--- src/rtl/counter_rr_scheduler.sv ---
// Round-robin scheduler that lends one shared up-counter to NREQ requesters
// for timed windows, holding the counter cleared whenever no window is running.
module counter_rr_scheduler #(
    parameter int NREQ = 4,
    parameter int BW   = 8
) (
    input  logic                 clk_i,
    input  logic                 rst_i,
    input  logic [NREQ-1:0]      req_i,
    input  logic [NREQ*BW-1:0]   len_i,
    input  logic [BW-1:0]        cnt_val_i,
    output logic                 cnt_clr_o,
    output logic [NREQ-1:0]      grant_o,
    output logic [NREQ-1:0]      done_o,
    output logic                 busy_o
);

    localparam int PW = (NREQ > 2) ? $clog2(NREQ) : 1;

    localparam logic [1:0] S_IDLE = 2'd0;
    localparam logic [1:0] S_RUN  = 2'd1;
    localparam logic [1:0] S_DONE = 2'd2;

    logic [1:0]      r_state;
    logic [PW-1:0]   r_ptr;
    logic [PW-1:0]   r_win;
    logic [BW-1:0]   r_len;
    logic [NREQ-1:0] r_grant;
    logic [NREQ-1:0] r_done;

    logic [PW-1:0]   w_win;
    logic [BW-1:0]   w_lenSel;
    logic [BW-1:0]   w_lenEff;
    logic            w_abandon;
    logic            w_last;

    // Scan from the farthest candidate back to ptr+1 so the closest request wins.
    always_comb begin
        w_win = r_ptr;
        for (int k = NREQ; k >= 1; k--) begin
            for (int i = 0; i < NREQ; i++) begin
                if ((i == ((int'(r_ptr) + k) % NREQ)) && req_i[i]) begin
                    w_win = PW'(i);
                end
            end
        end
    end

    always_comb begin
        w_lenSel = '0;
        for (int i = 0; i < NREQ; i++) begin
            if (w_win == PW'(i)) begin
                w_lenSel = len_i[i*BW +: BW];
            end
        end
    end

    assign w_lenEff  = (w_lenSel == '0) ? BW'(1) : w_lenSel;
    assign w_abandon = ~|(req_i & r_grant);
    assign w_last    = (cnt_val_i == (r_len - BW'(1)));

    // Abandon is tested first so it wins over a coincident completion.
    always_ff @(posedge clk_i or posedge rst_i) begin
        if (rst_i) begin
            r_state <= S_IDLE;
            r_ptr   <= PW'(NREQ - 1);
            r_win   <= '0;
            r_len   <= '0;
            r_grant <= '0;
            r_done  <= '0;
        end else begin
            case (r_state)
                S_IDLE: begin
                    r_done <= '0;
                    if (|req_i) begin
                        r_win   <= w_win;
                        r_len   <= w_lenEff;
                        r_grant <= {{(NREQ-1){1'b0}}, 1'b1} << w_win;
                        r_state <= S_RUN;
                    end
                end
                S_RUN: begin
                    if (w_abandon) begin
                        r_grant <= '0;
                        r_ptr   <= r_win;
                        r_state <= S_IDLE;
                    end else if (w_last) begin
                        r_done  <= r_grant;
                        r_grant <= '0;
                        r_ptr   <= r_win;
                        r_state <= S_DONE;
                    end
                end
                S_DONE: begin
                    r_done  <= '0;
                    r_state <= S_IDLE;
                end
                default: begin
                    r_grant <= '0;
                    r_done  <= '0;
                    r_state <= S_IDLE;
                end
            endcase
        end
    end

    assign cnt_clr_o = (r_state != S_RUN);
    assign grant_o   = r_grant;
    assign done_o    = r_done;
    assign busy_o    = (r_state != S_IDLE);

endmodule

--- config.mk ---
export PLATFORM = sky130hd
export DESIGN_NAME = counter_rr_scheduler
export DESIGN_NICKNAME = d
export VERILOG_FILES = /design/src/rtl/counter_rr_scheduler.sv
export SDC_FILE = /design/constraint.sdc
export NUM_CORES = 1
export LEC_CHECK = 0
export BUFFER_PORTS_ARGS = -buffer_cell sky130_fd_sc_hd__buf_2
export CORE_ASPECT_RATIO = 0.6
export CORE_MARGIN = 1.5
export CORE_UTILIZATION = 52
export DETAILED_ROUTE_END_ITERATION = 6
export GPL_ROUTABILITY_DRIVEN = 0
export GPL_TIMING_DRIVEN = 0
export MAX_ROUTING_LAYER = met4
export PLACE_DENSITY_LB_ADDON = 0.12
export SYNTH_ARGS = -nofsm -noshare
export SYNTH_HDL_FRONTEND = slang
export SYNTH_SLANG_ARGS = --single-unit
export TNS_END_PERCENT = 1
--- constraint.sdc ---
create_clock -name clk_i -period 3.8 [get_ports clk_i]
set_input_delay 0.38 -clock clk_i [delete_from_list [all_inputs] [get_ports clk_i]]
set_output_delay 0.38 -clock clk_i [all_outputs]
set_load 0.05 [all_outputs]
After elaboration in Yosys (flattened, before gate mapping) --
Cells that the tools add are included.
Storage, ports and cells: bits in registers 22, input bits 46, output and inout bits 10, word-level logic and storage cells 111
Operators by class: reductions and logical operators 35, $add $sub $neg 5, shifts and indexed selects 1, equal/unequal tests 24, bitwise gates (word level) 6, muxes and demuxes 34
Operators by type and width (count):
- $logic_not 32->1 | 4
- $mux 2 | 21
- $mux 8 | 5
- $eq 3x3->1 const A | 8
- $mux 4 | 6
- $logic_and 1x1->1 | 16
- $eq 2x3->1 const A | 4
- $pmux 4 s3 | 1
- $eq 8x8->1 | 1
- $logic_not 8->1 | 1
- $ne 2x2->1 const B | 4
- $reduce_and 2->1 | 4
- $reduce_or 2->1 | 4
- $reduce_or 4->1 | 2
- $sub 8x1->8 const B | 1
- $eq 2x2->1 const B | 3
- $add 2x1->2 const B | 2
- $add 2x2->2 const B | 2
- $and 1x1->1 const A | 4
- $and 4x4->4 | 1
- $eq 2x1->1 const B | 2
- $logic_not 2->1 | 2
- $pmux 2 s2 | 1
- $shl 1x2->4 const A | 1
- other kinds (5) | 5

Logic depth before layout (Yosys ltp) --
Gate-level depths: netlist (run 1).
depth in word-level cells 28, gate-level depth with buffers 10, mapped depth without buffers 9

Worst setup path after synthesis (run 1) --
Ideal clock, no wire load.
path kind register to register, start point register r_len[0], end point register r_ptr[1], data required time 3715 ps, cell stages (with the launch flop) 9, path buffers 0, arrival 2090 ps, period minus slack after synthesis 2174 ps, path slack 1626 ps, library setup time 85 ps, cells stage by stage dfrtp_1 -> inv_1 -> ha_1 -> and2_1 -> nor4b_1 -> a31oi_1 -> or4_4 -> a21oi_2 -> mux2_1
On the way: word-level cells in the longest chain between the ends 4
RTL lines:
- from (decl) | RTL line 27 | logic [BW-1:0] r_len;
- from (signal assigned) | RTL line 77 | r_len <= w_lenEff;
- $sub 8x1->8 | RTL line 60 | assign w_last = (cnt_val_i == (r_len - BW'(1)));
- $eq 8x8->1 | RTL line 60
- $ne 2x2->1 (no line)
- $reduce_and 2->1 (no line)
- to (signal assigned) | RTL line 66 | r_ptr <= PW'(NREQ - 1);
- to (signal assigned) | RTL line 85 | r_ptr <= r_win;
- to (signal assigned) | RTL line 90 | r_ptr <= r_win;
- to (decl) | RTL line 25 | logic [PW-1:0] r_ptr;
Every way passes these cells. A chain may end at the register's enable or synchronous reset.

Final worst setup path (run 1) --
Ends and elaborated chain as after synthesis.

==> results.toml, run 1 <==
[synth]
yosys.cell_types.count = 37
synth_mux_area_share_pct = 21.2
yosys.area_share.simple_pct = 17.3
synth.ff_latch_count = 22
ys_warn_count = 0
synth_compound_area_share_pct = 12.6
syn_nets = 201
syn_avg_cell_area_um2 = 9.51
yosys.area_share.adder_pct = 0.854
syn_inst = 154
syn_area_um2 = 1470
synth_xor_area_share_pct = 5.98
seq_area_frac_synth_pct = 37.7
synth_top_family_by_area = "multiplexers"

[finish]
final_common_cell = "buf_2"
nNetsFinal = 261
layout.cells.non_filler = 245
drive_above_1_share_pct = 36.6
final_cell_mix = "55 x buf_2, 22 x mux2i_1, 20 x dfrtp_1, 16 x nand2_1, 14 x o21ai_0"
final_core_util_pct = 71.4
diodes = 0
area_growth_syn_to_layout_pct = 26.4
final_cell_area_um2 = 1850

[clocking]
numCtsBuffers = 3
cts.sinks = 22
h-tree-depth = 1
cts_buffer_depth = 2
ctsResizeCount = 0
cts.clk_slew.worst_paths_ns = 0.09
holdBufCountCts = 0
cts_tree = "yes"
clock_latency_ns = 0.27
cts_setup_buffers = 0
root_buffer = "clkbuf_8"

[floorplan]
start_util_pct = 56.5
core_area_um2 = 2590
chipWidth_um = 71.5
die_area_um2 = 3160
io_pins = 56
fp-row-count = 14
die_y_um = 44.1

[sta]
period_needed_ns = 2.49
slew_violations = 0
rsz0062_at_grt = "no"
clock.fmax_ghz = 0.401
setup_slack_ns = 1.31
tns_ns = 0
setup_viol = 0
maxSlewHeadroom_pct = 45.6
finalClockSkew_ns = 0.0139
tightestPinTransition_ns = 0.815
hold_viol = 0
period_share_pct = 65.6

[detailed_routing]
drt_wl_total_um = 3670
met1_length_um = 1650
vias = 1388
post_drt_wl_per_cell_um = 15.0
top_layer_used = "met4"
first_pass_iters = 7
drc = 4
met3_length_um = 293
ant_nets = 0
viasPerCell = 5.67
initialDrtViolationCount = 103
met2_wirelength_um = 1660

[worst_setup_path]
path_class = "flip-flop to flip-flop"
start_kind = "flip-flop"
end_kind = "flip-flop"
worst_ep_required_time_ns = 3.99
critical_path.top_delay_family = "simple AND/OR/NAND/NOR gates"
crit_arrival_ns = 2.68
critical_path.slowest_cell = "or4_4"
max_stage_delay_ns = 0.59
r2r_cells = 8
cp_num_buf_inv = 1
cp_max_fo = 5
worst-path-stages = 8
crit_chain = "inv_1 -> ha_1 -> and2_1 -> nor4b_1 -> a31oi_1 -> or4_4 -> a21oi_2 -> mux2_1"

[power_and_ir_drop]
switching_share_pct = 45.3
p_per_area_nw_per_um2 = 827
clockPowerShare_pct = 14.5
power_switching_uw = 693
cell_internal_pwr_uw = 838
p_leak_nw = 0.966
peakVddDrop_mv = 0.513
p_comb_share_pct = 56.8
seq_power_share_pct = 28.8

[grt]
grt_max_degree = 23
grt_pass1_wl_um = 5910
grt_pass1_vias = 1301
antenna_found_initial = 0
grt_overflow = 0
track_usage_pct = 25.6

[status]
failed_checks = "DRC"
status = "finished, violations left"

[place]
dp_hpwl_um = 2920
placed_area_um2 = 1780
dp_cells = 241
port_buffers = 55
place_ws_ns = 1.34

[job]
drv_cap = 0

[min_path]
hp-class = "input pin to async pin"
sequential cells by signal (all words and copies together) (netlist names):
| register | flops |
|---|---|
| done_o | 4 |
| grant_o | 4 |
| r_len | 8 |
| r_ptr | 2 |
| r_state | 2 |
| r_win | 2 |
Yosys cell counts (all sizes together):
cell | count | area share, %
a31oi | 2 | 0.85
mux2i | 22 | 15
nor2 | 13 | 3.3
nand3 | 2 | 0.68
and2b | 1 | 0.51
clkbuf | 3 | 0.77
dfrtp | 20 | 34
nand4b | 1 | 0.60
a21oi | 3 | 1.3
mux2 | 8 | 6.1
nand2b | 5 | 2.6
xnor2 | 7 | 4.2
inv | 5 | 1.3
a22o | 2 | 1.2
ha | 1 | 0.85
or2 | 2 | 0.85
a221oi | 1 | 0.60
a211o | 1 | 0.68
a21o | 1 | 0.51
or4 | 1 | 0.77
xor2 | 3 | 1.8
nor4 | 1 | 0.43
a22oi | 2 | 1.0
a32o | 2 | 1.4
o21ai | 15 | 5.1
nor3 | 3 | 1.0
buf | 4 | 2.3
nand4 | 2 | 0.85
nor4b | 1 | 0.60
dfstp | 2 | 3.6
and2 | 2 | 0.85
nand2 | 16 | 4.1
power by group through the flow:
| stage | logic, mW | registers (mW) | clock network [mW] |
|---|---|---|---|
| 2_1_floorplan | 0.608 | 0.486 | 0 |
| 3_3_place_gp | 0.833 | 0.434 | 0 |
| 3_5_place_dp | 0.860 | 0.443 | 0 |
| 4_1_cts | 0.865 | 0.438 | 0.222 |
| 5_1_grt | 0.944 | 0.450 | 0.233 |
| 6_report | 0.869 | 0.440 | 0.221 |
worst register-to-register path, cell delays in order, from the launching register on:
cell,delay [ns]
dfrtp_1,0.46
inv_1,0.09
ha_1,0.19
and2_1,0.17
nor4b_1,0.24
a31oi_1,0.09
or4_4,0.59
a21oi_2,0.23
mux2_1,0.34
layout make-up:
cell class,instances,area (µm²)
multi-input combinational,120,848
sequential,22,553
clock inverter,1,30.0
fill,194,741
timing repair buffer,55,275
clock buffer,3,41.3
inverter,5,18.8
tap,32,40.0
buffer,7,45.0
cells by family after synthesis:
| logic type | count (synthesis) |
|---|---|
| muxes | 30 |
| xor gates and xnor gates | 10 |
| AOI/OAI and AO/OA | 29 |
| and+or+nand+nor | 50 |
| buffers and inverters | 12 |
| DFF | 22 |
| adders and majority gates | 1 |
layer usage:
metal	global-route usage, %	up-vias
met5	-	-
met2	40.0	67
met4	7.92	0
met3	5.69	9
li1	-	664
met1	34.0	648
worst paths after layout:
path / startpoint / end / slack (ns)
worst max-delay path: r_len[0] / r_ptr[1] / 1.31
worst min-delay path: rst_i / r_state[0] / 0.26
worst max register to register: r_len[0] / r_ptr[1] / 1.31
worst min register to register: r_win[0] / r_win[0] / 0.49
max in group asynchronous: rst_i / r_len[7] / 3.02
min in group clk_i: r_win[0] / r_win[0] / 0.49
metrics by stage:
stage	hold WS [ns]	total power, mW
finish	0.255	1.53
detailed placement	0.475	1.30
global placement	0.470	1.27
CTS	0.299	1.52
floorplan	0.368	1.09
global route	0.351	1.63
(Power assumes the default switching activity.)
==> run 2: changes to the inputs <==
- CORE_UTILIZATION: 52 -> 49
- clock period: 3.8 -> 2.55 ns (I/O delays scaled with it)
==> results.toml, run 2 (synthesis gave the netlist of run 1 again) <==
[clocking]
h-tree-depth = 1
numCtsBuffers = 3
root_buffer = "clkbuf_8"
clock_latency_ns = 0.27
cts.sinks = 22
holdBufCountCts = 0
cts_buffer_depth = 2
cts_setup_buffers = 0
cts_tree = "yes"
ctsResizeCount = 0
cts.clk_slew.worst_paths_ns = 0.08

[job]
drv_cap = 0

[detailed_routing]
initialDrtViolationCount = 133
post_drt_wl_per_cell_um = 15.3
drc = 0
drt_wl_total_um = 3910
ant_nets = 0
viasPerCell = 5.36
first_pass_iters = 4
vias = 1368

[sta]
period_share_pct = 95.4
tightestPinTransition_ns = 0.852
finalClockSkew_ns = 0.00662
slew_violations = 0
period_needed_ns = 2.43
hold_slack_ns = 0.147
setup_viol = 0
hold_viol = 0
setup_slack_ns = 0.116
clock.fmax_ghz = 0.411
maxSlewHeadroom_pct = 43.2

[place]
dp_hpwl_um = 3180
place_ws_ns = 0.128
port_buffers = 55
placed_area_um2 = 1790

[worst_setup_path]
worst_ep_required_time_ns = 2.74
end_kind = "flip-flop"
cp_max_fo = 5
r2r_setup_slack_ns = 0.12
start_kind = "flip-flop"
startpoint = "r_len[0]"
rr_endpoint = "r_ptr[1]"
regToRegStartpoint = "r_len[0]"
r2r_cells = 8
path_class = "flip-flop to flip-flop"
crit_arrival_ns = 2.63

[floorplan]
chipWidth_um = 73.6
core_area_um2 = 2850
start_util_pct = 51.4
io_pins = 56
die_y_um = 45.4
fp-row-count = 15
die_area_um2 = 3340

[finish]
nNetsFinal = 261
final_cell_mix = "55 x buf_2, 22 x mux2i_1, 20 x dfrtp_1, 16 x nand2_1, 14 x o21ai_0"
final_cell_area_um2 = 1860
drive_above_1_share_pct = 36.6
area_growth_syn_to_layout_pct = 26.6
top_register = "r_len"
diodes = 0
final_common_cell = "buf_2"
largest_reg_flops = 8

[grt]
grt_max_degree = 23
antenna_found_initial = 0
grt_pass1_vias = 1260
track_usage_pct = 26.0
grt_overflow = 0
grt_pass1_wl_um = 6130

[status]
status = "finished, final reports clean"

[power_and_ir_drop]
p_total_mw = 2.24
p_leak_nw = 0.961
clockPowerShare_pct = 11.4
peakVddDrop_mv = 0.696
cell_internal_pwr_mw = 1.18
switching_share_pct = 47.1
p_comb_share_pct = 59.2
power_switching_mw = 1.05
seq_power_share_pct = 29.4
p_per_area_nw_per_um2 = 1210

[min_path]
hp-class = "input pin to async pin"
==> run 2: cell types whose count changed in the layout (fill, tap and decap cells not counted), sizes merged <==
cell    delta
bufinv     -1
clkbuf     +1
==> run 2: area by class of cell <==
cell class	count	area (µm²)
Fill cell	257	997
Multi-Input combinational cell	120	856
Sequential cell	22	553
Timing Repair Buffer	55	275
Clock buffer	4	55.1
Tap cell	42	52.6
Buffer	7	45.0
Inverter	5	18.8
==> run 2: worst max path at each step <==
stage / end / slack, ns / depth (start not counted)
final: r_ptr[1] / 0.12 / 8
after CTS: r_ptr[1] / 0.11 / 8
after global placement: r_ptr[1] / 0.16 / 8
after global routing: grant_o[2] / -0.009 / 9
after floorplan: r_ptr[1] / 0.38 / 8
after detailed placement: r_ptr[1] / 0.13 / 8
==> run 2: layer usage <==
layer  wire [µm]  global-route usage [%]  vias to the layer above
met5           0                       -                        -
met4          29                    7.04                        0
met3         189                    6.25                        4
met2        1900                    38.6                       46
met1        1790                    36.0                      655
li1            -                       -                      663
==> run 2: through the flow <==
step	instances	util [%]	TNS [ns]
floorplan	154	-	0
global placement	251	62.9	0
detailed placement	251	62.9	0
CTS	255	64.8	0
global route	255	65.0	-0.0240
finish	255	65.0	0
==> run 2: power by group through the flow <==
stage	logic [mW]	clock network [mW]	registers (mW)
final	1.32	0.256	0.658
after global placement	1.25	0	0.650
after floorplan	0.906	0	0.724
after CTS	1.31	0.258	0.654
after global routing	1.43	0.269	0.679
after detailed placement	1.30	0	0.661
==> run 2: critical path, stage by stage, from the launching register on <==
cell     delay (ns)
dfrtp_1        0.45
inv_1          0.08
ha_1           0.20
and2_1         0.18
nor4b_1        0.22
a31oi_1        0.08
or4_4          0.60
a21oi_4        0.21
mux2_1         0.34
==> run 3: changes to the inputs <==
- ABC_AREA: default -> 1
- CORE_UTILIZATION: 49 -> 50
==> results.toml, run 3 <==
[grt]
grt_pass1_vias = 1505
track_usage_pct = 24.4
grt_overflow = 0
grt_pass1_wl_um = 6650
antenna_found_initial = 0
grt_max_degree = 23

[clocking]
holdBufCountCts = 0
cts.clk_slew.worst_paths_ns = 0.08
clock_latency_ns = 0.26
cts_buffer_depth = 2
cts.sinks = 22
cts_tree = "yes"
numCtsBuffers = 3
h-tree-depth = 1
root_buffer = "clkbuf_8"

[detailed_routing]
vias = 1739
drc = 0
drt_wl_total_um = 3960
post_drt_wl_per_cell_um = 11.9
viasPerCell = 5.25
first_pass_iters = 4
initialDrtViolationCount = 137
ant_nets = 0

[synth]
yosys.cell_types.count = 32
synth_top_family_by_area = "simple AND/OR/NAND/NOR gates"
seq_area_frac_synth_pct = 34.3
syn_inst = 226
yosys.area_share.adder_pct = 0.776
ys_warn_count = 0
synth_flop_cell = "dfrtp_1"
synth_top_area_share_pct = 31.0
synth_compound_area_share_pct = 7.99
synth_mux_area_share_pct = 0
yosys.cell_count.top_type = "nand2_1"
synth_top_area_cell = "dfrtp_1"
yosys.area_share.simple_pct = 40.7
syn_avg_cell_area_um2 = 7.14
syn_nets = 273
yosys-top-cells-count = "55 x nand2_1, 28 x nand3_1, 23 x inv_1, 20 x dfrtp_1, 18 x nor2_1"
synth_edf_count = 0
synth.ff_latch_count = 22
synth_area_leaders = "dfrtp_1 31%, nand2_1 13%, nand3_1 8.7%"
synth_async_sr_flop_share_pct = 100
synth_xor_area_share_pct = 7.06
syn_area_um2 = 1610

[finish]
final_cell_mix = "57 x buf_2, 55 x nand2_1, 28 x nand3_1, 23 x inv_1, 20 x dfrtp_1"
diodes = 0
area_growth_syn_to_layout_pct = 27.9
final_cell_area_um2 = 2060
final_common_cell = "buf_2"
top_register = "r_len"
nNetsFinal = 337
largest_reg_flops = 8
drive_above_1_share_pct = 30.4
layout.cells.non_filler = 331

[worst_setup_path]
rr_endpoint = "r_len[0]"
cp_max_fo = 10
r2r_cells = 16
worst_ep_required_time_ns = 2.75
path_class = "flip-flop to flip-flop"
critical_path.top_delay_family = "simple AND/OR/NAND/NOR gates"
crit_chain = "nand2_2 -> inv_2 -> buf_4 -> nand2_1 -> nand3_1 -> nand3_1 -> nand3_1 -> nand3_2 -> buf_2 -> o21ai_1 -> nand3_1 -> nand2_1 -> nand2_1 -> nor2_1 -> nand2_1 -> a21oi_2"
regToRegStartpoint = "r_ptr[1]"
critical_path.slowest_cell = "dfstp_2"
cp_num_buf_inv = 3
max_stage_delay_ns = 0.64
r2r_setup_slack_ns = 0.20
crit_arrival_ns = 2.55
start_kind = "flip-flop"
end_kind = "flip-flop"
worst-path-stages = 16

[power_and_ir_drop]
p_per_area_nw_per_um2 = 1380
p_leak_nw = 1.10
peakVddDrop_mv = 0.756

[sta]
period_share_pct = 92.2
setup_viol = 0
period_needed_ns = 2.35
hold_viol = 0
finalClockSkew_ns = 0.00436
clock.fmax_ghz = 0.425
slew_violations = 0
setup_slack_ns = 0.198
hold_slack_ns = 0.132
maxSlewHeadroom_pct = 47.5
tightestPinTransition_ns = 0.786
tns_ns = 0

[floorplan]
die_y_um = 47.0
chipWidth_um = 76.3
start_util_pct = 54.4
fp-row-count = 15
io_pins = 56
die_area_um2 = 3590
core_area_um2 = 2970

[place]
dp_cells = 323
dp_hpwl_um = 3190
place_ws_ns = 0.273
port_buffers = 55
placed_area_um2 = 1940

[job]
drv_cap = 0

[status]
status = "finished, final reports clean"

[min_path]
hp-class = "input pin to async pin"
-- run 3: cell count changes after synthesis, moves of 7 or more --
| cell | delta |
|---|---|
| inv_1 | +18 |
| mux2_2 | -7 |
| mux2i_1 | -22 |
| nand2_1 | +39 |
| nand3_1 | +26 |
| nand4_1 | +11 |
-- run 3: what timing repair did --
action	in CTS	in global routing
setup endpoints to repair	0	1
gates resized for setup	0	2
setup buffers	0	4
-- run 3: cells by family after synthesis --
logic type      after synthesis
xor+xnor                     13
compound gates               21
simple gates                135
fa+ha+maj                     1
flops                        22
buf+inv                      34
-- run 3: where the power goes --
group / switching (mW) / total [mW] / internal (mW)
combinational: 1.17 / 1.92 / 0.753
sequential: 0.126 / 0.613 / 0.487
clock: 0.112 / 0.321 / 0.209
-- run 3: through the flow --
stage	total power, mW	util, %
finish	2.86	69.6
CTS	2.71	67.8
global route	3.14	69.6
detailed placement	2.39	65.4
global placement	2.36	65.4
floorplan	2.01	-
-- run 3: final cells by class --
class | count | area (µm²)
buffer | 7 | 47.5
clock inverter | 1 | 30.0
sequential | 22 | 553
timing repair buffer | 60 | 330
inverter | 26 | 97.6
tap | 42 | 52.6
multi-input combinational | 170 | 911
clock buffer | 3 | 41.3
fill | 272 | 902
-- run 3: metal layers --
layer	routed length [µm]	vias to the layer above	global-route usage [%]
met5	0	-	-
met4	13	0	3.33
met3	247	2	2.91
met2	1600	78	37.3
met1	2090	781	35.8
li1	-	878	-
-- run 3: worst max path at each step --
stage	start	endpoint	slack, ns
2_1_floorplan	r_ptr[1]	r_len[0]	0.54
3_3_place_gp	r_len[0]	done_o[0]	0.31
3_5_place_dp	r_ptr[1]	r_len[0]	0.27
4_1_cts	r_ptr[1]	r_len[0]	0.25
5_1_grt	r_ptr[1]	r_len[0]	-0.01
6_report	r_ptr[1]	r_len[0]	0.20
-- run 3: worst reg2reg max path: stages, from the launching register on --
cell and delay, ns:
dfstp_2 0.64, nand2_2 0.09, inv_2 0.06, buf_4 0.11, nand2_1 0.06, nand3_1 0.08
nand3_1 0.07, nand3_1 0.09, nand3_2 0.17, buf_2 0.25, o21ai_1 0.13, nand3_1 0.10
nand2_1 0.11, nand2_1 0.06, nor2_1 0.10, nand2_1 0.07, a21oi_2 0.11
